$ cat config.mk
export PLATFORM = sky130hd
export DESIGN_NAME = arith_muldiv_seq
export DESIGN_NICKNAME = d
export VERILOG_FILES = /design/src/rtl/alu_defs.sv /design/src/rtl/arith_unit.sv /design/src/rtl/arith_muldiv_seq.sv
export SDC_FILE = /design/constraint.sdc
export NUM_CORES = 1
export LEC_CHECK = 0
export ABC_AREA = 1
export CAP_MARGIN = 10
export CORE_UTILIZATION = 55
export CTS_CLUSTER_SIZE = 30
export DETAILED_ROUTE_END_ITERATION = 10
export PLACE_DENSITY = 0.79
export SLEW_MARGIN = 0
export SYNTH_ARGS = -nofsm -noshare
export SYNTH_HDL_FRONTEND = slang
export SYNTH_SLANG_ARGS = --single-unit
$ cat constraint.sdc
create_clock -name clk_i -period 8.2 [get_ports clk_i]
set_input_delay 1.64 -clock clk_i [delete_from_list [all_inputs] [get_ports clk_i]]
set_output_delay 1.64 -clock clk_i [all_outputs]
set_load 0.01 [all_outputs]
$ cat src/rtl/alu_defs.sv
// Shared ALU definitions: arith_unit opcodes and the multiply/divide
// sequencer state and operation encodings.
package alu_defs;

    // arith_unit operation select
    typedef enum logic [1:0] {
        ARITH_ADD = 2'd0,
        ARITH_SUB = 2'd1,
        MOV_      = 2'd2
    } arith_op_e;

    // Multiply/divide sequencer FSM states
    typedef enum logic [1:0] {
        MD_IDLE = 2'd0,
        MD_CALC = 2'd1,
        MD_DONE = 2'd2
    } md_state_e;

    // Multiply/divide operation select
    typedef enum logic {
        MD_MUL = 1'b0,
        MD_DIV = 1'b1
    } md_op_e;

endpackage

$ cat src/rtl/arith_unit.sv
// Combinational N-bit add/subtract unit. cout_o is the carry out for
// ARITH_ADD and the borrow out for ARITH_SUB; overflow_o is the signed
// overflow flag. MOV_ passes a_i through with no carry.
module arith_unit
    import alu_defs::*;
#(
    parameter int N = 32
) (
    input  arith_op_e      op_i,
    input  logic [N-1:0]   a_i,
    input  logic [N-1:0]   b_i,
    output logic [N-1:0]   sum_o,
    output logic           cout_o,
    output logic           overflow_o
);

    logic [N:0] res;

    // Select the operation and derive carry/borrow and signed overflow
    always_comb begin
        res        = {1'b0, a_i};
        overflow_o = 1'b0;
        case (op_i)
            ARITH_ADD: begin
                res        = {1'b0, a_i} + {1'b0, b_i};
                overflow_o = (a_i[N-1] == b_i[N-1]) && (res[N-1] != a_i[N-1]);
            end
            ARITH_SUB: begin
                res        = {1'b0, a_i} - {1'b0, b_i};
                overflow_o = (a_i[N-1] != b_i[N-1]) && (res[N-1] != a_i[N-1]);
            end
            default: begin
                res        = {1'b0, a_i};
                overflow_o = 1'b0;
            end
        endcase
    end

    assign sum_o  = res[N-1:0];
    assign cout_o = res[N];

endmodule

$ cat src/rtl/arith_muldiv_seq.sv
// Multi-cycle unsigned multiply / divide sequencer. One result bit is
// produced per cycle through a single arith_unit: shift-add for MUL,
// restoring shift-subtract for DIV. The {hi, lo} register pair is both the
// iteration state and the result; it holds its value until the next
// accepted start.
module arith_muldiv_seq
    import alu_defs::*;
#(
    parameter int N = 32
) (
    input  logic         clk_i,
    input  logic         rst_ni,
    input  logic         start_i,
    input  logic         op_i,
    input  logic [N-1:0] a_i,
    input  logic [N-1:0] b_i,
    output logic         busy_o,
    output logic         done_o,
    output logic [N-1:0] result_hi_o,
    output logic [N-1:0] result_lo_o,
    output logic         div_by_zero_o
);

    localparam int CW = $clog2(N + 1);

    md_state_e    state_q;
    md_op_e       op_q;
    logic [CW-1:0] cnt_q;
    logic [N-1:0] hi_q;
    logic [N-1:0] lo_q;
    // Multiplicand for MUL, divisor for DIV
    logic [N-1:0] opnd_q;
    logic         dbz_q;

    // Datapath for one iteration
    arith_op_e    alu_op;
    logic [N-1:0] alu_a;
    logic [N-1:0] alu_sum;
    logic         alu_cout;
    logic         unused_alu_ovf;

    logic         sh_msb;
    logic [N-1:0] hi_s;
    logic [N-1:0] lo_s;
    logic [N-1:0] iter_hi;
    logic [N-1:0] iter_lo;

    // Left shift of the {hi, lo} pair for the divide step; sh_msb is the
    // bit shifted out of hi, which forces acceptance of the trial subtract
    assign {sh_msb, hi_s, lo_s} = {hi_q, lo_q, 1'b0};

    arith_unit #(.N(N)) u_arith (
        .op_i       (alu_op),
        .a_i        (alu_a),
        .b_i        (opnd_q),
        .sum_o      (alu_sum),
        .cout_o     (alu_cout),
        .overflow_o (unused_alu_ovf)
    );

    // Drive the arith_unit only while iterating; idle it with MOV_ otherwise
    always_comb begin
        alu_op = MOV_;
        alu_a  = hi_q;
        if (state_q == MD_CALC) begin
            if (op_q == MD_MUL) begin
                alu_op = ARITH_ADD;
                alu_a  = hi_q;
            end else begin
                alu_op = ARITH_SUB;
                alu_a  = hi_s;
            end
        end
    end

    // Next {hi, lo} for one shift-add or restoring shift-subtract step
    always_comb begin
        iter_hi = hi_q;
        iter_lo = lo_q;
        if (op_q == MD_MUL) begin
            if (lo_q[0]) begin
                iter_hi = {alu_cout, alu_sum[N-1:1]};
                iter_lo = {alu_sum[0], lo_q[N-1:1]};
            end else begin
                iter_hi = {1'b0, hi_q[N-1:1]};
                iter_lo = {hi_q[0], lo_q[N-1:1]};
            end
        end else begin
            if (sh_msb || !alu_cout) begin
                iter_hi = alu_sum;
                iter_lo = {lo_s[N-1:1], 1'b1};
            end else begin
                iter_hi = hi_s;
                iter_lo = lo_s;
            end
        end
    end

    // FSM, iteration counter and hi/lo shift registers
    always_ff @(posedge clk_i or negedge rst_ni) begin
        if (!rst_ni) begin
            state_q <= MD_IDLE;
            op_q    <= MD_MUL;
            cnt_q   <= '0;
            hi_q    <= '0;
            lo_q    <= '0;
            opnd_q  <= '0;
            dbz_q   <= 1'b0;
        end else begin
            case (state_q)
                MD_IDLE, MD_DONE: begin
                    state_q <= MD_IDLE;
                    if (start_i) begin
                        op_q  <= md_op_e'(op_i);
                        cnt_q <= CW'(N);
                        dbz_q <= 1'b0;
                        hi_q  <= '0;
                        if (md_op_e'(op_i) == MD_DIV) begin
                            opnd_q <= b_i;
                            if (b_i == '0) begin
                                // Divide by zero finishes immediately
                                state_q <= MD_DONE;
                                cnt_q   <= '0;
                                hi_q    <= a_i;
                                lo_q    <= '1;
                                dbz_q   <= 1'b1;
                            end else begin
                                state_q <= MD_CALC;
                                lo_q    <= a_i;
                            end
                        end else begin
                            state_q <= MD_CALC;
                            opnd_q  <= a_i;
                            lo_q    <= b_i;
                        end
                    end
                end
                MD_CALC: begin
                    hi_q  <= iter_hi;
                    lo_q  <= iter_lo;
                    cnt_q <= cnt_q - CW'(1);
                    if (cnt_q == CW'(1)) begin
                        state_q <= MD_DONE;
                    end
                end
                default: begin
                    state_q <= MD_IDLE;
                end
            endcase
        end
    end

    assign busy_o        = (state_q == MD_CALC);
    assign done_o        = (state_q == MD_DONE);
    assign result_hi_o   = hi_q;
    assign result_lo_o   = lo_q;
    assign div_by_zero_o = dbz_q;

endmodule
* Word-level counts from Yosys, hierarchy flattened
Cells that the tools add are included.
Storage, ports and cells: bits of input ports 68, logic and storage cells 56, output and inout port bits 67, register bits after elaboration 106
Cells by class: muxes and demuxes 31, eq/ne operators 6, add/sub/neg operators 3, reductions and logical operators 9
Operators by type and width (number):
- $mux W32 | 14
- $pmux W32 S2 | 2
- $pmux W33 S2 | 1
- $add A32 B32 Y33 | 1
- $sub A32 B32 Y33 | 1
- $logic_not A32 Y1 | 1
- $mux W6 | 3
- $pmux W6 S2 | 1
- $mux W2 | 5
- $eq A6 B1 Y1 const B | 1
- $sub A6 B1 Y6 const B | 1
- $eq A2 B1 Y1 const B | 2
- $logic_not A2 Y1 | 2
- $mux W1 | 4
- $pmux W2 S2 | 1
- $reduce_and A2 Y1 | 2
- $eq A2 B2 Y1 const B | 1
- $ne A2 B1 Y1 const B | 1
- $ne A2 B2 Y1 const B | 1
- $reduce_bool A2 Y1 | 1
- $reduce_or A2 Y1 | 1
- $logic_not A1 Y1 | 1
- $logic_or A1 B1 Y1 | 1

* Logic depth before layout (Yosys ltp)
Gate-level depths: netlist of the first run.
depth in word-level cells 9, mapped depth 31, depth with buffers taken out 30

* Modules after synthesis
A second synthesis of the first run with hierarchy kept.
Second synthesis, totals: cells, all modules 2267, area total of the unflattened synthesis 12803.5 um^2
Modules (own cells, without submodules):
- arith_muldiv_seq | seq. area each 2652.5 um^2, area an instance 7203.2 um^2, cells each 1093, times used 1
- arith_unit | seq. area each 0.0 um^2, area an instance 5600.4 um^2, cells each 1174, times used 1

* Worst setup path after synthesis of the first run
OpenSTA, ideal clock, no wires.
path type register to register, start register state_q[1], end register hi_q[8] (netlist: result_hi_o[8]), arrival time 3.339 ns, clock period less this slack 3.405 ns, setup time 0.066 ns, cell stages (with the launch flop) 28, setup slack 4.795 ns, cells stage by stage dfrtp_1 > nor2_8 > inv_2 > nor2_4 > buf_2 > buf_2 > buf_2 > nand2_1 > o21ai_0 > ha_1 > inv_1 > fa_1 > nand2_1 > nand2_1 > nand3_2 > nand2_4 > nand2_4 > nand2_4 > nand2_4 > nand2_4 > inv_4 > nand4_4 > inv_6 > buf_12 > nand2_2 > nand3_2 > nand2_1 > nand2_1
On the way: longest elaborated chain between the ends 9, elaborated cells on any way between the ends 20, those cells by class add/sub: 2; eq/ne: 4; mux: 7; reduce/logical: 7
RTL lines:
- from (decl) | RTL line arith_muldiv_seq.sv:26 | md_state_e state_q;
- from (signal assigned) | RTL line arith_muldiv_seq.sv:102 | state_q <= MD_IDLE;
- from (signal assigned) | RTL line arith_muldiv_seq.sv:112 | state_q <= MD_IDLE;
- from (signal assigned) | RTL line arith_muldiv_seq.sv:122 | state_q <= MD_DONE;
- $eq A2 B1 Y1 | RTL line arith_muldiv_seq.sv:65, arith_muldiv_seq.sv:110
- $mux W32 or $mux W2 (tied branches) | RTL line arith_muldiv_seq.sv:65 | if (state_q == MD_CALC) begin
- $sub A32 B32 Y33 (tied with other cells) | RTL line arith_unit.sv:29 | res = {1'b0, a_i} - {1'b0, b_i};
- $pmux W33 S2 | RTL line arith_unit.sv:23 | case (op_i)
- $logic_not A1 Y1 | RTL line arith_muldiv_seq.sv:89 | if (sh_msb || !alu_cout) begin
- $logic_or A1 B1 Y1 | RTL line arith_muldiv_seq.sv:89
- $mux W32 | RTL line arith_muldiv_seq.sv:89
- $mux W32 | RTL line arith_muldiv_seq.sv:80 | if (op_q == MD_MUL) begin
- $pmux W32 S2 | RTL line arith_muldiv_seq.sv:110 | case (state_q)
- to (signal assigned) | RTL line arith_muldiv_seq.sv:124 | hi_q <= a_i;
- to (signal assigned) | RTL line arith_muldiv_seq.sv:139 | hi_q <= iter_hi;
- to (decl) | RTL line arith_muldiv_seq.sv:29 | logic [N-1:0] hi_q;
Parallel ways exist; a longest one is shown, timed or not. A chain may end at the register's enable or synchronous reset.

* Worst setup path after layout of the first run
start register opnd_q[1], end register hi_q[2] (netlist: result_hi_o[2])
On the way: longest elaborated chain between the ends 7, elaborated cells on any way between the ends 9, those cells by class add/sub: 2; mux: 5; reduce/logical: 2
RTL lines:
- from (decl) | RTL line arith_muldiv_seq.sv:32 | logic [N-1:0] opnd_q;
- from (signal assigned) | RTL line arith_muldiv_seq.sv:119 | opnd_q <= b_i;
- from (signal assigned) | RTL line arith_muldiv_seq.sv:133 | opnd_q <= a_i;
- $sub A32 B32 Y33 or $add A32 B32 Y33 (tied branches) | RTL line arith_unit.sv:29, arith_unit.sv:25
- $pmux W33 S2 (*) | RTL line arith_unit.sv:23
- $logic_not A1 Y1 | RTL line arith_muldiv_seq.sv:89
- $logic_or A1 B1 Y1 | RTL line arith_muldiv_seq.sv:89
- $mux W32 | RTL line arith_muldiv_seq.sv:89
- $mux W32 (*) | RTL line arith_muldiv_seq.sv:80
- $pmux W32 S2 (*) | RTL line arith_muldiv_seq.sv:110
Every way passes the cells marked *; elsewhere a longest branch is shown, timed or not.

==> results of run 1 <==
[through the flow]
stage	area (um2)	instances	setup slack (ps)	utilization	hold slack (ps)
6_report	12470	2129	3514	0.6557	488.1
5_1_grt	12470	2129	3162	0.6557	506.3
4_1_cts	12470	2129	3570	0.6557	487.6
3_5_place_dp	12190	2113	3319	0.6411	475.0
3_3_place_gp	12190	2113	3377	0.6411	470.1
2_1_floorplan	10840	1789	4795	-	454.9
[cell type report]
class | instances | area (um2) | share of cell area
flip-flops and latches | 106 | 2653 | 0.2127
multi-input cells | 1301 | 6656 | 0.5338
clock inverters | 7 | 52.55 | 0.004214
clock buffers | 9 | 225.2 | 0.01806
repair buffers | 146 | 1424 | 0.1142
inverters | 300 | 1134 | 0.09091
well taps | 260 | 325.3 | 0.02609
[critical path, stage by stage (launching register included)]
cell	delay [ps]
dfrtp_1	390
inv_1	130
ha_1	180
nand2_1	120
nor3_1	240
inv_1	80
nor2_1	150
nand3_1	110
o21ai_0	380
o21ai_0	190
xor2_1	210
ha_1	440
nand2_2	140
nor2_2	210
nand2_2	100
inv_1	110
a21oi_4	90
nand2_4	90
inv_4	50
a31oi_4	750
nand2_1	170
nand3_1	140
nand2_1	50
o21ai_1	70
[final timing paths]
kind | startpoint | to | cells past startpoint
max in group asynchronous | rst_ni | result_hi_o[11] | 2
worst min register to register | cnt_q[4] | cnt_q[4] | 1
min in group asynchronous | rst_ni | result_lo_o[3] | 1
worst max register to register | opnd_q[1] | result_hi_o[2] | 23
worst min-delay path | cnt_q[4] | cnt_q[4] | 1
worst max-delay path | opnd_q[1] | result_hi_o[2] | 23
[registers in the layout (all words and copies together), names as in the netlist]
register	cells
cnt_q	6
result_lo_o	32
opnd_q	32
op_q	1
result_hi_o	32
state_q	2
div_by_zero_o	1
[kinds of logic after synthesis]
logic type / after synthesis / share of synthesized area
buffers and inverters: 382 / 0.1417
flip-flops: 106 / 0.2446
AND/OR/NAND/NOR: 835 / 0.3369
adder cells (fa/ha/maj): 36 / 0.04223
AO/OA/AOI/OAI: 391 / 0.2030
XOR/XNOR: 39 / 0.03150
[cell usage after synthesis (2+ instances only)]
cell,number
o22ai_1,17
buf_4,3
a21oi_1,139
nor2_1,101
buf_1,16
o21ai_1,17
o21bai_1,4
o211ai_1,6
xor2_1,32
buf_12,2
nand3b_1,12
nor3_1,17
ha_1,35
xnor2_1,7
inv_2,16
a31oi_1,2
nor2_2,3
buf_2,13
nor3_2,2
inv_1,281
o221ai_1,29
a21oi_4,3
nand3_2,17
o31ai_1,4
nor2_4,3
buf_6,4
nand2_4,6
nand2_1,547
clkbuf_1,43
nand4_1,7
o21ai_0,161
a21oi_2,4
nor4_1,9
or2_2,2
dfrtp_1,106
nand2_2,30
nand3_1,74
[per-layer routing]
layer  vias to the layer above  track usage  share of wire
li1                       5866            -              -
met1                      5491       0.5281           0.45
met2                       616       0.5410           0.43
met3                        47      0.07571           0.11
met4                         0      0.09904          0.019
met5                         -            0              0
==> flow_metrics.env, run 1 <==
export IMPL_status="completed"
export IMPL_rsz0062_at_grt="false"
export IMPL_ys_seq_area_frac=0.2446
export IMPL_synth_warnings=0
export IMPL_overflow=0
export IMPL_post_cts_repair_setup_buffers=0
export IMPL_synth_seq_cells=106
export IMPL_grt_max_degree=82
export IMPL_grt_pass1_vias=10970
export IMPL_reg2reg_slack_ps=3510
export IMPL_clk_pin_slew_worst_paths_ps=80
export IMPL_cap_viol_max_count=0
export IMPL_slew_headroom=0.3436
export IMPL_mostFrequentLayoutCells="nand2_1 (546), inv_1 (281), o21ai_0 (161)"
export IMPL_ant_nets=0
export IMPL_vias=12020
export IMPL_wl_per_cell_um=17.04
export IMPL_synthFlopType="dfrtp_1"
export IMPL_area_growth_pct=15.00
export IMPL_rows=50
export IMPL_initial_utilization=0.5701
export IMPL_io_pins=135
export IMPL_die_x_um=142.4
export IMPL_clock_latency_ps=370
export IMPL_yosysTopAreaCell="dfrtp_1"
export IMPL_diodes=0
export IMPL_h_tree_depth=3
export IMPL_fp_dieH_um=142.4
export IMPL_cts_tree="done"
export IMPL_synth_cells=1789
export IMPL_cts_sinks=106
export IMPL_core_area_um2=19020
export IMPL_drc=0
export IMPL_synth_area_um2=10840
export IMPL_setup_violations=0
export IMPL_routed_via_density=5.646
export IMPL_cts_resized=0
export IMPL_fillers=1884
export IMPL_endpoint_kind="flop"
export IMPL_drt_iter0_markers=1063
export IMPL_synth_area_leaders="dfrtp_1 (24%), nand2_1 (19%), inv_1 (9.7%), o21ai_0 (7.4%), a21oi_1 (6.4%)"
export IMPL_ys_types=52
export IMPL_fin_crit_ps=4686
export IMPL_async_reset_ff_frac=1.000
export IMPL_finalClockSkew_ps=10.76
export IMPL_critPathKind="flop to flop"
export IMPL_maxSlewViolCount=0
export IMPL_nets=1968
export IMPL_fmax_ghz=0.2134
export IMPL_cp_arrival_ps=4970
export IMPL_tns_ps=0
export IMPL_hold_viol_final=0
export IMPL_avgSynthCellArea_um2=6.061
export IMPL_path_max_fanout=30
export IMPL_syn_num_nets=1893
export IMPL_hp_class="flop to flop"
export IMPL_final_common_cell="nand2_1"
export IMPL_hold_buffers=0
export IMPL_antenna_found_initial=0
export IMPL_die_area_um2=20280
export IMPL_fin_crit_sh=0.5715
export IMPL_grt_util_all_layers=0.3633
export IMPL_io_buffers=134
export IMPL_dr_pass1_iters=6
export IMPL_cp_start_kind="flop"
export IMPL_required_ps=8490
export IMPL_synth_edf_count=0
export IMPL_synth_top_area_share=0.2446
export IMPL_dp_hpwl_mm=26.65
export IMPL_wirelength_mm=36.27
export IMPL_drive_above_1_share=0.06635
export IMPL_cts_buffers_inserted=9
export IMPL_cts_buffer_depth=2
export IMPL_gp_congestion=0.9578
export IMPL_grt_pass1_wl_mm=57.25
export IMPL_worst_pin_slew_ps=984.6
export IMPL_root_buffer="clkbuf_16"
Power of run 1 is not shown: default switching activity piles up to over one toggle a cycle in this logic, so the estimate is an artifact.
==> run 2, diff against run 1 <==
--- a/config.mk
+++ b/config.mk
@@ -7,10 +7,10 @@
 export LEC_CHECK = 0
 export ABC_AREA = 1
 export CAP_MARGIN = 10
-export CORE_UTILIZATION = 55
+export CORE_UTILIZATION = 52
 export CTS_CLUSTER_SIZE = 30
 export DETAILED_ROUTE_END_ITERATION = 10
-export PLACE_DENSITY = 0.79
+export PLACE_DENSITY = 0.78
 export SLEW_MARGIN = 0
 export SYNTH_ARGS = -nofsm -noshare
 export SYNTH_HDL_FRONTEND = slang
==> constraint.sdc (replaced) <==
create_clock -name clk_i -period 3.9 [get_ports clk_i]
set_input_delay 0.78 -clock clk_i [delete_from_list [all_inputs] [get_ports clk_i]]
set_output_delay 0.78 -clock clk_i [all_outputs]
set_load 0.01 [all_outputs]
==> run 2 against run 1 <==
Against the previous run: sequential cell count unchanged; clock skew is 1.6 ps higher; die area grew 5.7%; first-iteration DRC count rose by 19%; routed wire length grew 1.7%; sequential share of layout area decreased by 1.1 points; maximum frequency up 20%; worst hold slack improved by 11 ps; count of clock-buffer cells in the layout up 2; highest routed layer unchanged.
==> flow_metrics.env, run 2 (synthesis gave the netlist of run 1 again) <==
export IMPL_overflow=0
export IMPL_setup_violations=0
export IMPL_final_common_cell="nand2_1"
export IMPL_maxSlewViolCount=0
export IMPL_initial_utilization=0.5324
export IMPL_hold_viol_final=0
export IMPL_clock_latency_ps=360
export IMPL_hp_class="flop to flop"
export IMPL_drt_iter0_markers=1267
export IMPL_drc=0
export IMPL_cap_viol_max_count=0
export IMPL_status="completed"
export IMPL_cts_buffers_inserted=9
export IMPL_required_ps=4170
export IMPL_root_buffer="clkbuf_16"
export IMPL_grt_max_degree=82
export IMPL_rsz0062_at_grt="true"
export IMPL_cts_tree="done"
export IMPL_grt_pass1_vias=10880
export IMPL_wirelength_mm=36.88
export IMPL_fin_crit_sh=0.9976
export IMPL_wl_per_cell_um=17.03
export IMPL_fmax_ghz=0.2570
export IMPL_endpoint_kind="flop"
export IMPL_die_x_um=146.4
export IMPL_rows=52
export IMPL_die_area_um2=21430
export IMPL_clk_pin_slew_worst_paths_ps=80
export IMPL_io_buffers=134
export IMPL_fin_crit_ps=3891
export IMPL_cts_sinks=106
export IMPL_core_area_um2=20360
export IMPL_vias=12230
export IMPL_ant_nets=0
export IMPL_io_pins=135
export IMPL_critPathKind="flop to flop"
export IMPL_grt_pass1_wl_mm=57.26
export IMPL_finalClockSkew_ps=12.36
export IMPL_slew_headroom=0.3952
export IMPL_diodes=0
export IMPL_fp_dieH_um=146.4
export IMPL_fillers=1871
export IMPL_cp_start_kind="flop"
export IMPL_mostFrequentLayoutCells="nand2_1 (528), inv_1 (280), o21ai_0 (159)"
export IMPL_cts_buffer_depth=2
export IMPL_antenna_found_initial=0
export IMPL_routed_via_density=5.646
export IMPL_cp_arrival_ps=4160
export IMPL_grt_util_all_layers=0.3363
export IMPL_final_cell_count_no_fill=2166
export IMPL_path_max_fanout=23
export IMPL_area_growth_pct=21.39
export IMPL_dp_hpwl_mm=26.68
export IMPL_drive_above_1_share=0.1123
export IMPL_worst_pin_slew_ps=907.2
export IMPL_dr_pass1_iters=6
export IMPL_final_util=0.6464
export IMPL_nets=1995
export IMPL_gp_congestion=1.010
export IMPL_h_tree_depth=3
export IMPL_placed_cells=2136
==> run 2: critical path, stage by stage (launching register included) <==
cell      delay (ps)
dfrtp_1          420
nor2_2           150
nand4_1          170
nor2_2           190
nand3_2          140
nor3_4           240
nand2_2          110
o31ai_1          250
xor2_1           410
ha_4             290
nand2_1           60
nand2_1           70
inv_1             70
nand2_2           70
a21oi_4          150
nand2_4           90
nand2_4           80
nand2_4           60
inv_4             80
nand4_4          150
clkinv_8         230
nand2_1           80
nand3_1          100
nand2_1           50
o21ai_1           80
==> run 2: final cells by class <==
cell class	instances	area [um2]	share of cell area
Timing Repair Buffer	173	1700	0.1292
Sequential cell	106	2653	0.2015
Inverter	300	1141	0.08669
Clock buffer	11	242.7	0.01844
Tap cell	270	337.8	0.02567
Clock inverter	5	60.06	0.004563
Multi-Input combinational cell	1301	7028	0.5339
==> run 2: path summary, 6_finish.rpt <==
path | start | to | slack, ps | cells after the start
worst max-delay path | opnd_q[2] | result_hi_o[15] | 9 | 24
worst min-delay path | div_by_zero_o | div_by_zero_o | 500 | 2
worst max register to register | opnd_q[2] | result_hi_o[15] | 9 | 24
worst min register to register | div_by_zero_o | div_by_zero_o | 500 | 2
max in group asynchronous | rst_ni | result_lo_o[15] | 2500 | 2
min in group asynchronous | rst_ni | result_lo_o[23] | 510 | 1
==> run 2: metrics by stage <==
stage / TNS, ps / hold WS, ps / setup WS, ps / cell area [um2]
floorplan: 0 / 454.9 / 495.1 / 10840
global placement: 0 / 466.0 / 2.045 / 12330
detailed placement: -787.7 / 473.2 / -83.91 / 12330
CTS: -17.46 / 496.9 / -15.73 / 12690
global route: -5675 / 510.4 / -241.5 / 13160
finish: 0 / 499.5 / 9.239 / 13160
==> run 2: per-layer routing <==
metal / up-vias / global-route usage / routed length [um]
met1: 5642 / 0.4933 / 16550
met3: 75 / 0.05219 / 3317
met4: 0 / 0.1094 / 952
met2: 588 / 0.5021 / 16060
met5: - / 0 / 0
li1: 5925 / - / -
==> run 2: repair_timing <==
| action | 4_1_cts | 5_1_grt |
|---|---|---|
| endpoints found under the setup margin | 32 | 33 |
| endpoints found under the hold margin | 0 | 0 |
| hold buffers | 0 | 0 |
| buffers inserted | 0 | 12 |
| pin swaps | 1 | 25 |
| gates resized for setup | 14 | 75 |
| gates cloned | 0 | 1 |
Power of run 2 is left out for the same reason.
